### src/rtl/ctrl_seq_pkg.sv
// Shared types for the instruction sequencer: datapath control enums,
// sequencer states, opcode classes and instruction-byte field positions.
package ctrl_seq_pkg;

    typedef enum logic [1:0] {
        MEM_NOP   = 2'd0,
        MEM_READ  = 2'd1,
        MEM_WRITE = 2'd2
    } mem_ctrl_op_e;

    typedef enum logic [2:0] {
        AR_NOP    = 3'd0,
        AR_INC    = 3'd1,
        AR_LD_LO  = 3'd2,
        AR_LD_HI  = 3'd3,
        AR_LD_BUS = 3'd4,
        AR_DEC    = 3'd5,
        AR_CLR    = 3'd6,
        AR_HOLD   = 3'd7
    } addr_register_op_e;

    typedef enum logic {
        PC  = 1'b0,
        MAR = 1'b1
    } addr_sel_e;

    typedef enum logic [2:0] {
        THR = 3'd0,
        ADD = 3'd1,
        SUB = 3'd2,
        AND = 3'd3,
        OR  = 3'd4,
        XOR = 3'd5,
        NOT = 3'd6,
        SHL = 3'd7
    } alu_op_e;

    typedef enum logic {
        REG_NOP   = 1'b0,
        REG_WRITE = 1'b1
    } registers_op_e;

    typedef enum logic [1:0] {
        REG_A = 2'd0,
        REG_B = 2'd1,
        REG_C = 2'd2,
        REG_D = 2'd3
    } register_sel_e;

    typedef enum logic {
        MUX_ALU = 1'b0,
        MUX_MEM = 1'b1
    } mux_sel_e;

    typedef struct packed {
        logic carry;
        logic zero;
    } alu_flag_t;

    typedef enum logic [1:0] {
        OPC_NOP = 2'b00,
        OPC_ALU = 2'b01,
        OPC_LDX = 2'b10,
        OPC_JMP = 2'b11
    } opcode_e;

    typedef enum logic [3:0] {
        ST_FETCH      = 4'd0,
        ST_DECODE     = 4'd1,
        ST_ALU_OP     = 4'd2,
        ST_LDX_READ   = 4'd3,
        ST_LDX_WRITE  = 4'd4,
        ST_LDI_WAIT   = 4'd5,
        ST_JMP_WAIT   = 4'd6,
        ST_SKIP_PARAM = 4'd7,
        ST_INC_PC     = 4'd8,
        ST_HALT       = 4'd9,
        ST_ERROR      = 4'd10
    } ctrl_state_e;

    // Bit positions inside the top byte of the bus (opcode word)
    localparam int unsigned F_OPC_HI    = 7;
    localparam int unsigned F_OPC_LO    = 6;
    localparam int unsigned F_MODE      = 5;  // NOP: halt, LDX: load, JMP: needs carry
    localparam int unsigned F_JMP_Z     = 4;  // JMP: needs zero
    localparam int unsigned F_ALU_HI    = 5;
    localparam int unsigned F_ALU_LO    = 3;
    localparam int unsigned F_ARS1_HI   = 2;
    localparam int unsigned F_ARS1_LO   = 1;
    localparam int unsigned F_LREG_HI   = 4;
    localparam int unsigned F_LREG_LO   = 3;
    localparam int unsigned F_LDI       = 2;
    localparam int unsigned F_JREG_HI   = 3;
    localparam int unsigned F_JREG_LO   = 2;
    localparam int unsigned F_JASEL     = 1;

    // Bit positions inside the top byte of the parameter word
    localparam int unsigned P_RS2_HI    = 7;
    localparam int unsigned P_RS2_LO    = 6;
    localparam int unsigned P_RIN_HI    = 5;
    localparam int unsigned P_RIN_LO    = 4;
    localparam int unsigned P_AR_HI     = 7;
    localparam int unsigned P_AR_LO     = 5;

    // A condition bit that is clear does not constrain the jump
    function automatic logic jmp_taken(input logic need_c, input logic need_z,
                                       input alu_flag_t flags);
        return (!need_c || flags.carry) && (!need_z || flags.zero);
    endfunction

endpackage

### src/rtl/ctrl_seq_if.sv
// Sequencer <-> datapath bundle. master = sequencer, slave = datapath/memory side.
interface ctrl_seq_if #(
    parameter int unsigned DATA_BUS_WIDTH = 8
) ();
    import ctrl_seq_pkg::*;

    logic [DATA_BUS_WIDTH-1:0] bus_data_in;
    logic                      mem_op_done;
    alu_flag_t                 alu_flags;
    logic                      run;

    mem_ctrl_op_e              mem_ctrl_op;
    addr_register_op_e         addr_reg_op;
    addr_sel_e                 addr_sel;
    alu_op_e                   alu_op;
    registers_op_e             reg_op;
    register_sel_e             reg_sel_in;
    register_sel_e             reg_sel_1;
    register_sel_e             reg_sel_2;
    mux_sel_e                  mux_sel;
    logic                      halted;
    logic                      mem_error;

    modport master (
        input  bus_data_in, mem_op_done, alu_flags, run,
        output mem_ctrl_op, addr_reg_op, addr_sel, alu_op, reg_op,
               reg_sel_in, reg_sel_1, reg_sel_2, mux_sel, halted, mem_error
    );

    modport slave (
        output bus_data_in, mem_op_done, alu_flags, run,
        input  mem_ctrl_op, addr_reg_op, addr_sel, alu_op, reg_op,
               reg_sel_in, reg_sel_1, reg_sel_2, mux_sel, halted, mem_error
    );
endinterface

### src/rtl/ctrl_seq_timeout.sv
// Clearable saturating wait counter; expired once MEM_TIMEOUT stalled cycles have accumulated.
module ctrl_timeout #(
    parameter int unsigned MEM_TIMEOUT = 15
) (
    input  logic i_clock,
    input  logic i_reset,
    input  logic i_clear,
    input  logic i_enable,
    output logic o_expired
);
    localparam int unsigned CW = (MEM_TIMEOUT < 1) ? 1 : $clog2(MEM_TIMEOUT + 1);
    localparam logic [CW-1:0] LIMIT = CW'(MEM_TIMEOUT);

    logic [CW-1:0] r_count;

    // Count stalled cycles, hold at the limit, clear on request
    always_ff @(posedge i_clock or posedge i_reset) begin
        if (i_reset) begin
            r_count <= '0;
        end else if (i_clear) begin
            r_count <= '0;
        end else if (i_enable && (r_count != LIMIT)) begin
            r_count <= r_count + CW'(1);
        end
    end

    assign o_expired = (r_count == LIMIT);
endmodule

### src/rtl/ctrl_seq.sv
// Instruction sequencer: fetch/decode and registered datapath control.
//
// state          | meaning
// ---------------+-----------------------------------------------------------
// ST_FETCH       | issue opcode read at PC
// ST_DECODE      | wait for opcode, decode top byte
// ST_ALU_OP      | read ALU parameter word, then write result register
// ST_LDX_READ    | memory read at MAR into reg_sel_in
// ST_LDX_WRITE   | memory write at MAR from reg_sel_1 (ALU passthrough)
// ST_LDI_WAIT    | read immediate at PC into reg_sel_in
// ST_JMP_WAIT    | read jump parameter, load address register
// ST_SKIP_PARAM  | not-taken jump: step PC over the parameter word
// ST_INC_PC      | step PC past the last consumed word
// ST_HALT        | idle until run
// ST_ERROR       | memory handshake timed out, wait for reset
module ctrl_seq #(
    parameter int unsigned DATA_BUS_WIDTH = 8,
    parameter int unsigned MEM_TIMEOUT    = 15
) (
    input  logic       i_clock,
    input  logic       i_reset,
    ctrl_seq_if.master io_ctrl
);
    import ctrl_seq_pkg::*;

    ctrl_state_e       r_state;
    mem_ctrl_op_e      r_mem_ctrl_op;
    addr_register_op_e r_addr_reg_op;
    addr_sel_e         r_addr_sel;
    alu_op_e           r_alu_op;
    registers_op_e     r_reg_op;
    register_sel_e     r_reg_sel_in;
    register_sel_e     r_reg_sel_1;
    register_sel_e     r_reg_sel_2;
    mux_sel_e          r_mux_sel;
    addr_sel_e         r_jmp_addr_sel;
    logic              r_halted;
    logic              r_mem_error;

    // Bit 0 of the top byte carries no meaning in any instruction format
    logic [7:1] w_b;
    logic       w_done;
    logic       w_wait;
    logic       w_stall;
    logic       w_expired;

    assign w_b     = io_ctrl.bus_data_in[DATA_BUS_WIDTH-1 -: 7];
    assign w_done  = io_ctrl.mem_op_done;
    assign w_wait  = r_state inside {ST_DECODE, ST_ALU_OP, ST_LDI_WAIT,
                                     ST_LDX_READ, ST_LDX_WRITE, ST_JMP_WAIT};
    assign w_stall = w_wait && !w_done;

    // Any non-stalled cycle clears, so every wait state starts counting from zero
    ctrl_timeout #(.MEM_TIMEOUT(MEM_TIMEOUT)) u_timeout (
        .i_clock   (i_clock),
        .i_reset   (i_reset),
        .i_clear   (!w_stall),
        .i_enable  (w_stall),
        .o_expired (w_expired)
    );

    // Sequencer FSM; every output reverts to its idle value unless the state drives it
    always_ff @(posedge i_clock or posedge i_reset) begin
        if (i_reset) begin
            r_state        <= ST_FETCH;
            r_mem_ctrl_op  <= MEM_NOP;
            r_addr_reg_op  <= AR_NOP;
            r_addr_sel     <= PC;
            r_alu_op       <= THR;
            r_reg_op       <= REG_NOP;
            r_reg_sel_in   <= REG_A;
            r_reg_sel_1    <= REG_A;
            r_reg_sel_2    <= REG_A;
            r_mux_sel      <= MUX_ALU;
            r_jmp_addr_sel <= PC;
            r_halted       <= 1'b0;
            r_mem_error    <= 1'b0;
        end else begin
            r_mem_ctrl_op <= MEM_NOP;
            r_addr_reg_op <= AR_NOP;
            r_addr_sel    <= PC;
            r_alu_op      <= THR;
            r_reg_op      <= REG_NOP;
            r_reg_sel_in  <= REG_A;
            r_reg_sel_1   <= REG_A;
            r_reg_sel_2   <= REG_A;
            r_mux_sel     <= MUX_ALU;
            r_halted      <= 1'b0;

            // A done arriving on the limit cycle is not a stall, so it wins
            if (w_stall && w_expired) begin
                r_state     <= ST_ERROR;
                r_mem_error <= 1'b1;
            end else begin
                case (r_state)
                    ST_FETCH: begin
                        r_mem_ctrl_op <= MEM_READ;
                        r_mux_sel     <= MUX_MEM;
                        r_state       <= ST_DECODE;
                    end
                    ST_DECODE: begin
                        if (!w_done) begin
                            r_mem_ctrl_op <= MEM_READ;
                            r_mux_sel     <= MUX_MEM;
                        end else begin
                            case (opcode_e'(w_b[F_OPC_HI:F_OPC_LO]))
                                OPC_NOP: begin
                                    r_halted <= w_b[F_MODE];
                                    r_state  <= w_b[F_MODE] ? ST_HALT : ST_INC_PC;
                                end
                                OPC_ALU: begin
                                    r_alu_op      <= alu_op_e'(w_b[F_ALU_HI:F_ALU_LO]);
                                    r_reg_sel_1   <= register_sel_e'(w_b[F_ARS1_HI:F_ARS1_LO]);
                                    r_addr_reg_op <= AR_INC;
                                    r_state       <= ST_ALU_OP;
                                end
                                OPC_LDX: begin
                                    if (w_b[F_MODE] && w_b[F_LDI]) begin
                                        r_reg_sel_in  <= register_sel_e'(w_b[F_LREG_HI:F_LREG_LO]);
                                        r_addr_reg_op <= AR_INC;
                                        r_state       <= ST_LDI_WAIT;
                                    end else if (w_b[F_MODE]) begin
                                        r_mem_ctrl_op <= MEM_READ;
                                        r_addr_sel    <= MAR;
                                        r_reg_sel_in  <= register_sel_e'(w_b[F_LREG_HI:F_LREG_LO]);
                                        r_state       <= ST_LDX_READ;
                                    end else begin
                                        r_reg_sel_1   <= register_sel_e'(w_b[F_LREG_HI:F_LREG_LO]);
                                        r_mem_ctrl_op <= MEM_WRITE;
                                        r_addr_sel    <= MAR;
                                        r_state       <= ST_LDX_WRITE;
                                    end
                                end
                                OPC_JMP: begin
                                    r_addr_reg_op <= AR_INC;
                                    if (jmp_taken(w_b[F_MODE], w_b[F_JMP_Z], io_ctrl.alu_flags)) begin
                                        r_reg_sel_1    <= register_sel_e'(w_b[F_JREG_HI:F_JREG_LO]);
                                        r_jmp_addr_sel <= addr_sel_e'(w_b[F_JASEL]);
                                        r_state        <= ST_JMP_WAIT;
                                    end else begin
                                        r_state        <= ST_SKIP_PARAM;
                                    end
                                end
                                default: r_state <= ST_FETCH;
                            endcase
                        end
                    end
                    ST_ALU_OP: begin
                        r_alu_op    <= r_alu_op;
                        r_reg_sel_1 <= r_reg_sel_1;
                        if (!w_done) begin
                            r_mem_ctrl_op <= MEM_READ;
                        end else begin
                            r_reg_sel_2 <= register_sel_e'(w_b[P_RS2_HI:P_RS2_LO]);
                            r_reg_sel_in <= register_sel_e'(w_b[P_RIN_HI:P_RIN_LO]);
                            r_reg_op    <= REG_WRITE;
                            r_state     <= ST_INC_PC;
                        end
                    end
                    ST_LDI_WAIT: begin
                        r_reg_sel_in <= r_reg_sel_in;
                        r_mux_sel    <= MUX_MEM;
                        if (!w_done) begin
                            r_mem_ctrl_op <= MEM_READ;
                        end else begin
                            r_reg_op <= REG_WRITE;
                            r_state  <= ST_INC_PC;
                        end
                    end
                    ST_LDX_READ: begin
                        r_reg_sel_in <= r_reg_sel_in;
                        r_addr_sel   <= MAR;
                        if (!w_done) begin
                            r_mem_ctrl_op <= MEM_READ;
                        end else begin
                            r_reg_op <= REG_WRITE;
                            r_state  <= ST_INC_PC;
                        end
                    end
                    ST_LDX_WRITE: begin
                        if (!w_done) begin
                            r_reg_sel_1   <= r_reg_sel_1;
                            r_mem_ctrl_op <= MEM_WRITE;
                            r_addr_sel    <= MAR;
                        end else begin
                            r_state <= ST_INC_PC;
                        end
                    end
                    ST_JMP_WAIT: begin
                        r_reg_sel_1 <= r_reg_sel_1;
                        if (!w_done) begin
                            r_mem_ctrl_op <= MEM_READ;
                        end else begin
                            r_addr_sel    <= r_jmp_addr_sel;
                            r_addr_reg_op <= addr_register_op_e'(w_b[P_AR_HI:P_AR_LO]);
                            r_state       <= ST_INC_PC;
                        end
                    end
                    // Opcode step came from DECODE; this step covers the parameter word
                    ST_SKIP_PARAM: begin
                        r_addr_reg_op <= AR_INC;
                        r_state       <= ST_FETCH;
                    end
                    ST_INC_PC: begin
                        r_addr_reg_op <= AR_INC;
                        r_state       <= ST_FETCH;
                    end
                    ST_HALT: begin
                        if (io_ctrl.run) begin
                            r_state <= ST_INC_PC;
                        end else begin
                            r_halted <= 1'b1;
                        end
                    end
                    ST_ERROR: begin
                        r_state <= ST_ERROR;
                    end
                    default: r_state <= ST_FETCH;
                endcase
            end
        end
    end

    assign io_ctrl.mem_ctrl_op = r_mem_ctrl_op;
    assign io_ctrl.addr_reg_op = r_addr_reg_op;
    assign io_ctrl.addr_sel    = r_addr_sel;
    assign io_ctrl.alu_op      = r_alu_op;
    assign io_ctrl.reg_op      = r_reg_op;
    assign io_ctrl.reg_sel_in  = r_reg_sel_in;
    assign io_ctrl.reg_sel_1   = r_reg_sel_1;
    assign io_ctrl.reg_sel_2   = r_reg_sel_2;
    assign io_ctrl.mux_sel     = r_mux_sel;
    assign io_ctrl.halted      = r_halted;
    assign io_ctrl.mem_error   = r_mem_error;
endmodule

### src/flat_wrapper.sv
// flat-port wrapper written by rule: the top's interface ports become plain ports
module ctrl_seq_flat import ctrl_seq_pkg::*;
#(
    parameter int unsigned DATA_BUS_WIDTH = 8,
    parameter int unsigned MEM_TIMEOUT    = 15
)
  (i_clock, i_reset, io_ctrl_bus_data_in, io_ctrl_mem_op_done, io_ctrl_alu_flags, io_ctrl_run, io_ctrl_mem_ctrl_op, io_ctrl_addr_reg_op, io_ctrl_addr_sel, io_ctrl_alu_op, io_ctrl_reg_op, io_ctrl_reg_sel_in, io_ctrl_reg_sel_1, io_ctrl_reg_sel_2, io_ctrl_mux_sel, io_ctrl_halted, io_ctrl_mem_error);
  ctrl_seq_if #(.DATA_BUS_WIDTH(DATA_BUS_WIDTH)) io_ctrl_i ();
  input  logic i_clock;
  input  logic i_reset;
  input wire logic [$bits(io_ctrl_i.bus_data_in)-1:0] io_ctrl_bus_data_in;
  input wire logic [$bits(io_ctrl_i.mem_op_done)-1:0] io_ctrl_mem_op_done;
  input wire logic [$bits(io_ctrl_i.alu_flags)-1:0] io_ctrl_alu_flags;
  input wire logic [$bits(io_ctrl_i.run)-1:0] io_ctrl_run;
  output wire logic [$bits(io_ctrl_i.mem_ctrl_op)-1:0] io_ctrl_mem_ctrl_op;
  output wire logic [$bits(io_ctrl_i.addr_reg_op)-1:0] io_ctrl_addr_reg_op;
  output wire logic [$bits(io_ctrl_i.addr_sel)-1:0] io_ctrl_addr_sel;
  output wire logic [$bits(io_ctrl_i.alu_op)-1:0] io_ctrl_alu_op;
  output wire logic [$bits(io_ctrl_i.reg_op)-1:0] io_ctrl_reg_op;
  output wire logic [$bits(io_ctrl_i.reg_sel_in)-1:0] io_ctrl_reg_sel_in;
  output wire logic [$bits(io_ctrl_i.reg_sel_1)-1:0] io_ctrl_reg_sel_1;
  output wire logic [$bits(io_ctrl_i.reg_sel_2)-1:0] io_ctrl_reg_sel_2;
  output wire logic [$bits(io_ctrl_i.mux_sel)-1:0] io_ctrl_mux_sel;
  output wire logic [$bits(io_ctrl_i.halted)-1:0] io_ctrl_halted;
  output wire logic [$bits(io_ctrl_i.mem_error)-1:0] io_ctrl_mem_error;
  assign io_ctrl_i.bus_data_in = io_ctrl_bus_data_in;
  assign io_ctrl_i.mem_op_done = io_ctrl_mem_op_done;
  assign io_ctrl_i.alu_flags = io_ctrl_alu_flags;
  assign io_ctrl_i.run = io_ctrl_run;
  assign io_ctrl_mem_ctrl_op = io_ctrl_i.mem_ctrl_op;
  assign io_ctrl_addr_reg_op = io_ctrl_i.addr_reg_op;
  assign io_ctrl_addr_sel = io_ctrl_i.addr_sel;
  assign io_ctrl_alu_op = io_ctrl_i.alu_op;
  assign io_ctrl_reg_op = io_ctrl_i.reg_op;
  assign io_ctrl_reg_sel_in = io_ctrl_i.reg_sel_in;
  assign io_ctrl_reg_sel_1 = io_ctrl_i.reg_sel_1;
  assign io_ctrl_reg_sel_2 = io_ctrl_i.reg_sel_2;
  assign io_ctrl_mux_sel = io_ctrl_i.mux_sel;
  assign io_ctrl_halted = io_ctrl_i.halted;
  assign io_ctrl_mem_error = io_ctrl_i.mem_error;
  ctrl_seq #(.DATA_BUS_WIDTH(DATA_BUS_WIDTH), .MEM_TIMEOUT(MEM_TIMEOUT)) u_core (.i_clock(i_clock), .i_reset(i_reset), .io_ctrl(io_ctrl_i));
endmodule
### config.mk
export PLATFORM = sky130hd
export DESIGN_NAME = ctrl_seq_flat
export DESIGN_NICKNAME = d
export VERILOG_FILES = /design/src/rtl/ctrl_seq_pkg.sv /design/src/rtl/ctrl_seq_if.sv /design/src/rtl/ctrl_seq_timeout.sv /design/src/rtl/ctrl_seq.sv /design/src/flat_wrapper.sv
export SDC_FILE = /design/constraint.sdc
export NUM_CORES = 1
export LEC_CHECK = 0
export BUFFER_PORTS_ARGS = -buffer_cell sky130_fd_sc_hd__buf_2
export CAP_MARGIN = 0
export CORE_MARGIN = 1.5
export CORE_UTILIZATION = 40
export CTS_CLUSTER_SIZE = 24
export DETAILED_ROUTE_END_ITERATION = 10
export REMOVE_ABC_BUFFERS = 1
export SYNTH_ARGS = -nofsm -noshare
export SYNTH_HDL_FRONTEND = slang
export SYNTH_SLANG_ARGS = --single-unit
### constraint.sdc
create_clock -name i_clock -period 1.4 [get_ports i_clock]
set_input_delay 0.21 -clock i_clock [delete_from_list [all_inputs] [get_ports i_clock]]
set_output_delay 0.21 -clock i_clock [all_outputs]
set_load 0.02 [all_outputs]
==> reports/results.ini, run 1 <==
[outcome]
status=finished, violations left
violations=negative setup slack

[die]
start_util_pct=42.73
fp.dieH_um=66.48
die_area_um2=4419
core_um2=3771
dieWidth_um=66.48
boundaryPins=33
rows=22

[clocking]
clock_path_buffers=2
clkTransAtPathRegs_ns=0.10
cts_root_buffer=clkbuf_8
cts_sinks=28
cts_buffers=3
worstSkewPairLatency_ns=0.28
cts_tree=done
cts_htree_levels=1

[timing]
relSlewSlack_pct=71.89
drv_slew=0
tightest_slew_ns=0.4173
grt_setup_unrepaired=yes
setup_viol=16
final.setup.worst_slack_ns=-0.1194
skew_ns=0.009966
fmax_ghz=0.6581
finalHoldViolations=0
hold-worst-slack_ns=0.1913
fin_tns_setup_ns=-1.015
finalCritPeriodShare_pct=108.5
period_needed_ns=1.519

[route]
wl_per_cell_um=14.58
vias=1513
antenna_left=0
drc=0
firstDrtPassIters=4
wirelength_mm=4.038
drt_iter0_markers=98
viasPerCell=5.462

[hold_path]
hold_class=in -> reg
min_to=u_core.r_jmp_addr_sel
hp-start=io_ctrl_bus_data_in[1]
whs_path_depth=2

[power]
power.switching_mw=1.286
clock_power_share_pct=18.9
sw_frac_of_total_pct=37.20
p_comb_share_pct=48.9
p_int_mw=2.172
power_density_nw_per_um2=1596
p_leak_nw=1.029
peakVddDrop_v=0.0005940
power.share.sequential_pct=32.2

[placement]
hpwlAfterDp_mm=2.880
port_buffers=31
dp_slack_ns=-0.1369
place.gp.congestion=0.8591
place_area_um2=1973
placedCellCount=269

[finish]
num-nets-final=245
regArea_um2=704.4
layout_common_cells=buf_2 (31), buf_4 (28), dfrtp_1 (25)
fin_area_um2=2167
final_common_cell=buf_2
multiInputGateArea_um2=892.1
fillers=342
n_antenna_cell=0
layout-drive-gt1-share_pct=40.61
final_cells=277
area_growth_syn_to_layout_pct=34.47

[yosys]
seq_area_frac_synth_pct=43.48
netlist_area_um2=1612
synth_cell_types=50
synthFlopType=dfrtp_1
netlist_instances=173
ys_warn_count=0
post_synth.cell_area_avg_um2=9.315
async_flop_share_pct=100.0
ys_seq_elements=28
synth_edf_count=0

[worst_setup_path]
rrSetupSlack_ns=-0.12
rr_worst_depth=4
rr_endpoint=u_core.r_state[1]
path_max_fanout=7
r2r_start=u_core.r_state[0]
crit_path_end_kind=flip-flop
crit_type=reg -> reg
cp.required_ns=1.57
worstPathArrival_ns=1.69
cp-start-kind=flip-flop

[global_route]
antenna_found_initial=0
grt_max_degree=29
first_global_vias=1506
grt_pass1_wl_mm=6.920
track_usage_pct=20.19
overflow=0

[flow_run]
drv_cap=0

## registers in the layout, summed over array words and instances, names as in the netlist
| signal | flops |
|---|---|
| u_core.io_ctrl.reg_op | 1 |
| u_core.r_state | 4 |
| u_core.io_ctrl.reg_sel_in | 2 |
| u_core.r_jmp_addr_sel | 1 |
| u_core.io_ctrl.mem_error | 1 |
| u_core.io_ctrl.addr_reg_op | 3 |
| u_core.io_ctrl.halted | 1 |
| u_core.io_ctrl.reg_sel_2 | 2 |
| u_core.io_ctrl.mem_ctrl_op | 2 |
| u_core.io_ctrl.reg_sel_1 | 2 |
| u_core.io_ctrl.addr_sel | 1 |
| u_core.u_timeout.r_count | 4 |
| u_core.io_ctrl.mux_sel | 1 |
| u_core.io_ctrl.alu_op | 3 |
## cells in the mapped netlist, drive strengths merged, types with 4 or more instances
cell type / instances / area share, %
dfrtp: 28 / 43
nor2: 16 / 4.2
nand2: 15 / 4.0
a21oi: 12 / 3.7
buf: 11 / 4.2
nand3: 9 / 3.4
nor3: 7 / 2.2
o21ai: 7 / 2.2
nand2b: 6 / 2.3
inv: 5 / 1.2
and3: 4 / 1.6
nor4: 4 / 1.6
## per-stage QoR
step                      utilization, %  power, mW
final                              57.47      3.458
after global routing               57.47      3.678
after CTS                          55.87      3.353
after detailed placement           52.32      2.600
after global placement             52.32      2.572
after floorplan                        -      1.955
## per-layer routing
layer  global-route usage, %  part of all wire (%)
met3                   2.703                   3.7
met1                   27.90                    48
met5                       0                     0
met4                   4.337                  0.87
met2                   33.75                    48
## area by class of cell
class | instances | area share (%)
well taps | 48 | 2.771
flip-flops and latches | 28 | 32.51
multi-input cells | 128 | 41.17
clock buffers | 3 | 1.905
inverters | 5 | 0.8661
clock inverters | 1 | 1.386
repair buffers | 64 | 19.40
## timing repair
action | in CTS | in global routing
setup endpoints to repair | 17 | 21
pin swaps | 10 | 4
gates cloned | 0 | 0
hold endpoints to repair | 28 | 0
buffers inserted | 2 | 1
hold buffers | 1 | 0
resized for setup | 11 | 12
## cell families (layout without fill, tap and decap cells)
logic type / after synthesis / count (layout) / synth area share [%]
and+or+nand+nor: 76 / 76 / 26.94
AOI/OAI and AO/OA: 47 / 47 / 20.81
DFF: 28 / 28 / 43.48
buffers and inverters: 17 / 73 / 5.590
xor gates and xnor gates: 2 / 2 / 1.087
muxes: 2 / 2 / 1.320
adders and majority gates: 1 / 1 / 0.7763
## how the worst max path moves through the flow
stage / end / cells after the start / from
2_1_floorplan: u_core.io_ctrl.mem_error / 4 / u_core.r_state[2]
3_3_place_gp: u_core.r_state[1] / 4 / u_core.r_state[1]
3_5_place_dp: u_core.r_state[1] / 4 / u_core.r_state[1]
4_1_cts: u_core.r_state[1] / 4 / u_core.r_state[0]
5_1_grt: u_core.r_state[1] / 4 / u_core.r_state[0]
6_report: u_core.r_state[1] / 4 / u_core.r_state[0]
## worst max-delay path, stage by stage (launching register included)
cell,delay (ns)
dfrtp_2,0.48
a311oi_4,0.40
and2_4,0.22
a21oi_2,0.05
o31a_1,0.25
## power by group through the flow
| stage | clock (mW) | sequential, mW | combinational (mW) |
|---|---|---|---|
| 6_report | 0.653 | 1.11 | 1.69 |
| 4_1_cts | 0.659 | 1.11 | 1.58 |
| 3_3_place_gp | 0 | 1.11 | 1.46 |
| 5_1_grt | 0.694 | 1.14 | 1.84 |
| 3_5_place_dp | 0 | 1.12 | 1.48 |
| 2_1_floorplan | 0 | 1.34 | 0.614 |
Power figures use the tool's default switching activity.
==> inputs of run 2 (changes only) <==
--- a/config.mk
+++ b/config.mk
@@ -9,6 +9,7 @@
 export CAP_MARGIN = 0
 export CORE_MARGIN = 1.5
 export CORE_UTILIZATION = 40
+export CTS_BUF_LIST = sky130_fd_sc_hd__clkbuf_4
 export CTS_CLUSTER_SIZE = 24
 export DETAILED_ROUTE_END_ITERATION = 10
 export REMOVE_ABC_BUFFERS = 1
==> run 2 against run 1 <==
  * The flow still finishes with violations (negative setup slack)
  * Hold slack got worse by 0.059 ns
  * Total power fell by 4.1%
  * Clock skew fell by 0.0053 ns
  * Core utilization fell by 0.83 points
  * Sequential share of layout area rose by 0.48 points
  * Cell area fell by 1.4%
  * Register-to-register slack barely moved
  * Setup slack improved by 0.010 ns
  * Sequential power barely moved
  * Largest cell class unchanged
==> reports/results.ini, run 2 (synthesis results as in run 1) <==
[placement]
placedCellCount=269
place.gp.congestion=0.8591
port_buffers=31
hpwlAfterDp_mm=2.880
place_area_um2=1973

[outcome]
violations=negative setup slack
status=finished, violations left

[power]
sw_frac_of_total_pct=37.79
power_density_nw_per_um2=1553
p_comb_share_pct=50.3
clock_power_share_pct=16.3
p_int_mw=2.063
p_leak_nw=1.018
power.total_mw=3.317
power.share.sequential_pct=33.4
power.switching_mw=1.253
peakVddDrop_v=0.0005549

[clocking]
cts_sinks=28
cts_root_buffer=clkbuf_4
cts_tree=done
worstSkewPairLatency_ns=0.34
cts_htree_levels=1
clock_path_buffers=2
cts_buffers=3
clkTransAtPathRegs_ns=0.15

[timing]
drv_slew=0
finalHoldViolations=0
finalCritPeriodShare_pct=107.8
skew_ns=0.004644
setup_viol=15
relSlewSlack_pct=73.20
fmax_ghz=0.6626
fin_tns_setup_ns=-0.9060
final.setup.worst_slack_ns=-0.1093
period_needed_ns=1.509
tightest_slew_ns=0.4011
grt_setup_unrepaired=yes

[global_route]
first_global_vias=1501
grt_pass1_wl_mm=6.796
grt_max_degree=29
overflow=0
track_usage_pct=20.06
antenna_found_initial=0

[die]
boundaryPins=33
rows=22
dieWidth_um=66.48
die_area_um2=4419
fp.dieH_um=66.48
core_um2=3771
start_util_pct=42.73

[flow_run]
drv_cap=0

[finish]
final_util_pct=56.64
area_growth_syn_to_layout_pct=32.53
top_regs=u_core.r_state x4, u_core.u_timeout.r_count x4
layout_common_cells=buf_2 (31), buf_4 (28), dfrtp_1 (25)
final_common_cell=buf_2
layout-drive-gt1-share_pct=40.61
num-nets-final=245
fillers=351
n_antenna_cell=0
fin_area_um2=2136
final_cells=277

[worst_setup_path]
r2r_start=u_core.r_state[3]
path_max_fanout=3
crit_type=reg -> reg
crit_path_end_kind=flip-flop
cp.required_ns=1.64
worstSetupStartpoint=u_core.r_state[3]
rr_worst_depth=5
cp-start-kind=flip-flop
worstPathArrival_ns=1.75

[route]
drt_iter0_markers=65
drc=0
top_layer=met4
wl_met3_um=168
wirelength_mm=3.996
antenna_left=0
firstDrtPassIters=4
met1_length_mm=1.825
viasPerCell=5.480
vias=1518
met2WireLength_mm=1.943
wl_per_cell_um=14.43

[hold_path]
hp-start=io_ctrl_bus_data_in[1]
whs_path_depth=2
hold_class=in -> reg

-- run 2: worst max-delay path, cell delays in order, from the launching register on --
cell	delay [ns]
dfrtp_1	0.46
buf_6	0.14
a311oi_4	0.29
and2_4	0.22
a21oi_1	0.06
o31a_1	0.25
-- run 2: final timing paths --
| check | to | slack, ns |
|---|---|---|
| setup reg to reg | u_core.r_state[1] | -0.11 |
| min in group asynchronous | u_core.io_ctrl.mem_error | 0.43 |
| hold / removal | u_core.r_jmp_addr_sel | 0.13 |
| setup / recovery | u_core.r_state[1] | -0.11 |
| max in group asynchronous | u_core.r_state[2] | 0.68 |
| hold reg to reg | u_core.io_ctrl.mem_error | 0.50 |
-- run 2: layout make-up --
type	instances	area, µm²	area share, %
Clock inverter	1	30.03	1.406
Clock buffer	3	22.52	1.054
Inverter	5	18.77	0.8787
Timing Repair Buffer	64	420.4	19.68
Tap cell	48	60.06	2.812
Multi-Input combinational cell	128	879.6	41.18
Sequential cell	28	704.4	32.98
-- run 2: repair_timing --
action	4_1_cts	5_1_grt
setup buffers	2	1
hold endpoints to repair	28	0
hold buffers	1	0
cloned	0	0
pin swaps	9	3
setup endpoints to repair	17	21
gates resized for setup	8	13
-- run 2: power groups by stage --
stage	clock, mW	sequential [mW]	combinational, mW
finish	0.542	1.11	1.67
global route	0.587	1.14	1.81
CTS	0.556	1.11	1.57
detailed placement	0	1.12	1.48
global placement	0	1.11	1.46
floorplan	0	1.34	0.614
-- run 2: stage by stage --
stage,worst slack [ns],hold slack (ns)
floorplan,-0.2171,0.2754
global placement,-0.1136,0.2879
detailed placement,-0.1369,0.2966
CTS,-0.1002,0.1214
global route,-0.1593,0.1218
finish,-0.1093,0.1328
-- run 2: layer usage --
| layer | track usage [%] | vias to the layer above |
|---|---|---|
| li1 | - | 741 |
| met1 | 26.88 | 726 |
| met2 | 33.63 | 46 |
| met5 | 0 | - |
| met4 | 7.398 | 0 |
| met3 | 1.858 | 5 |
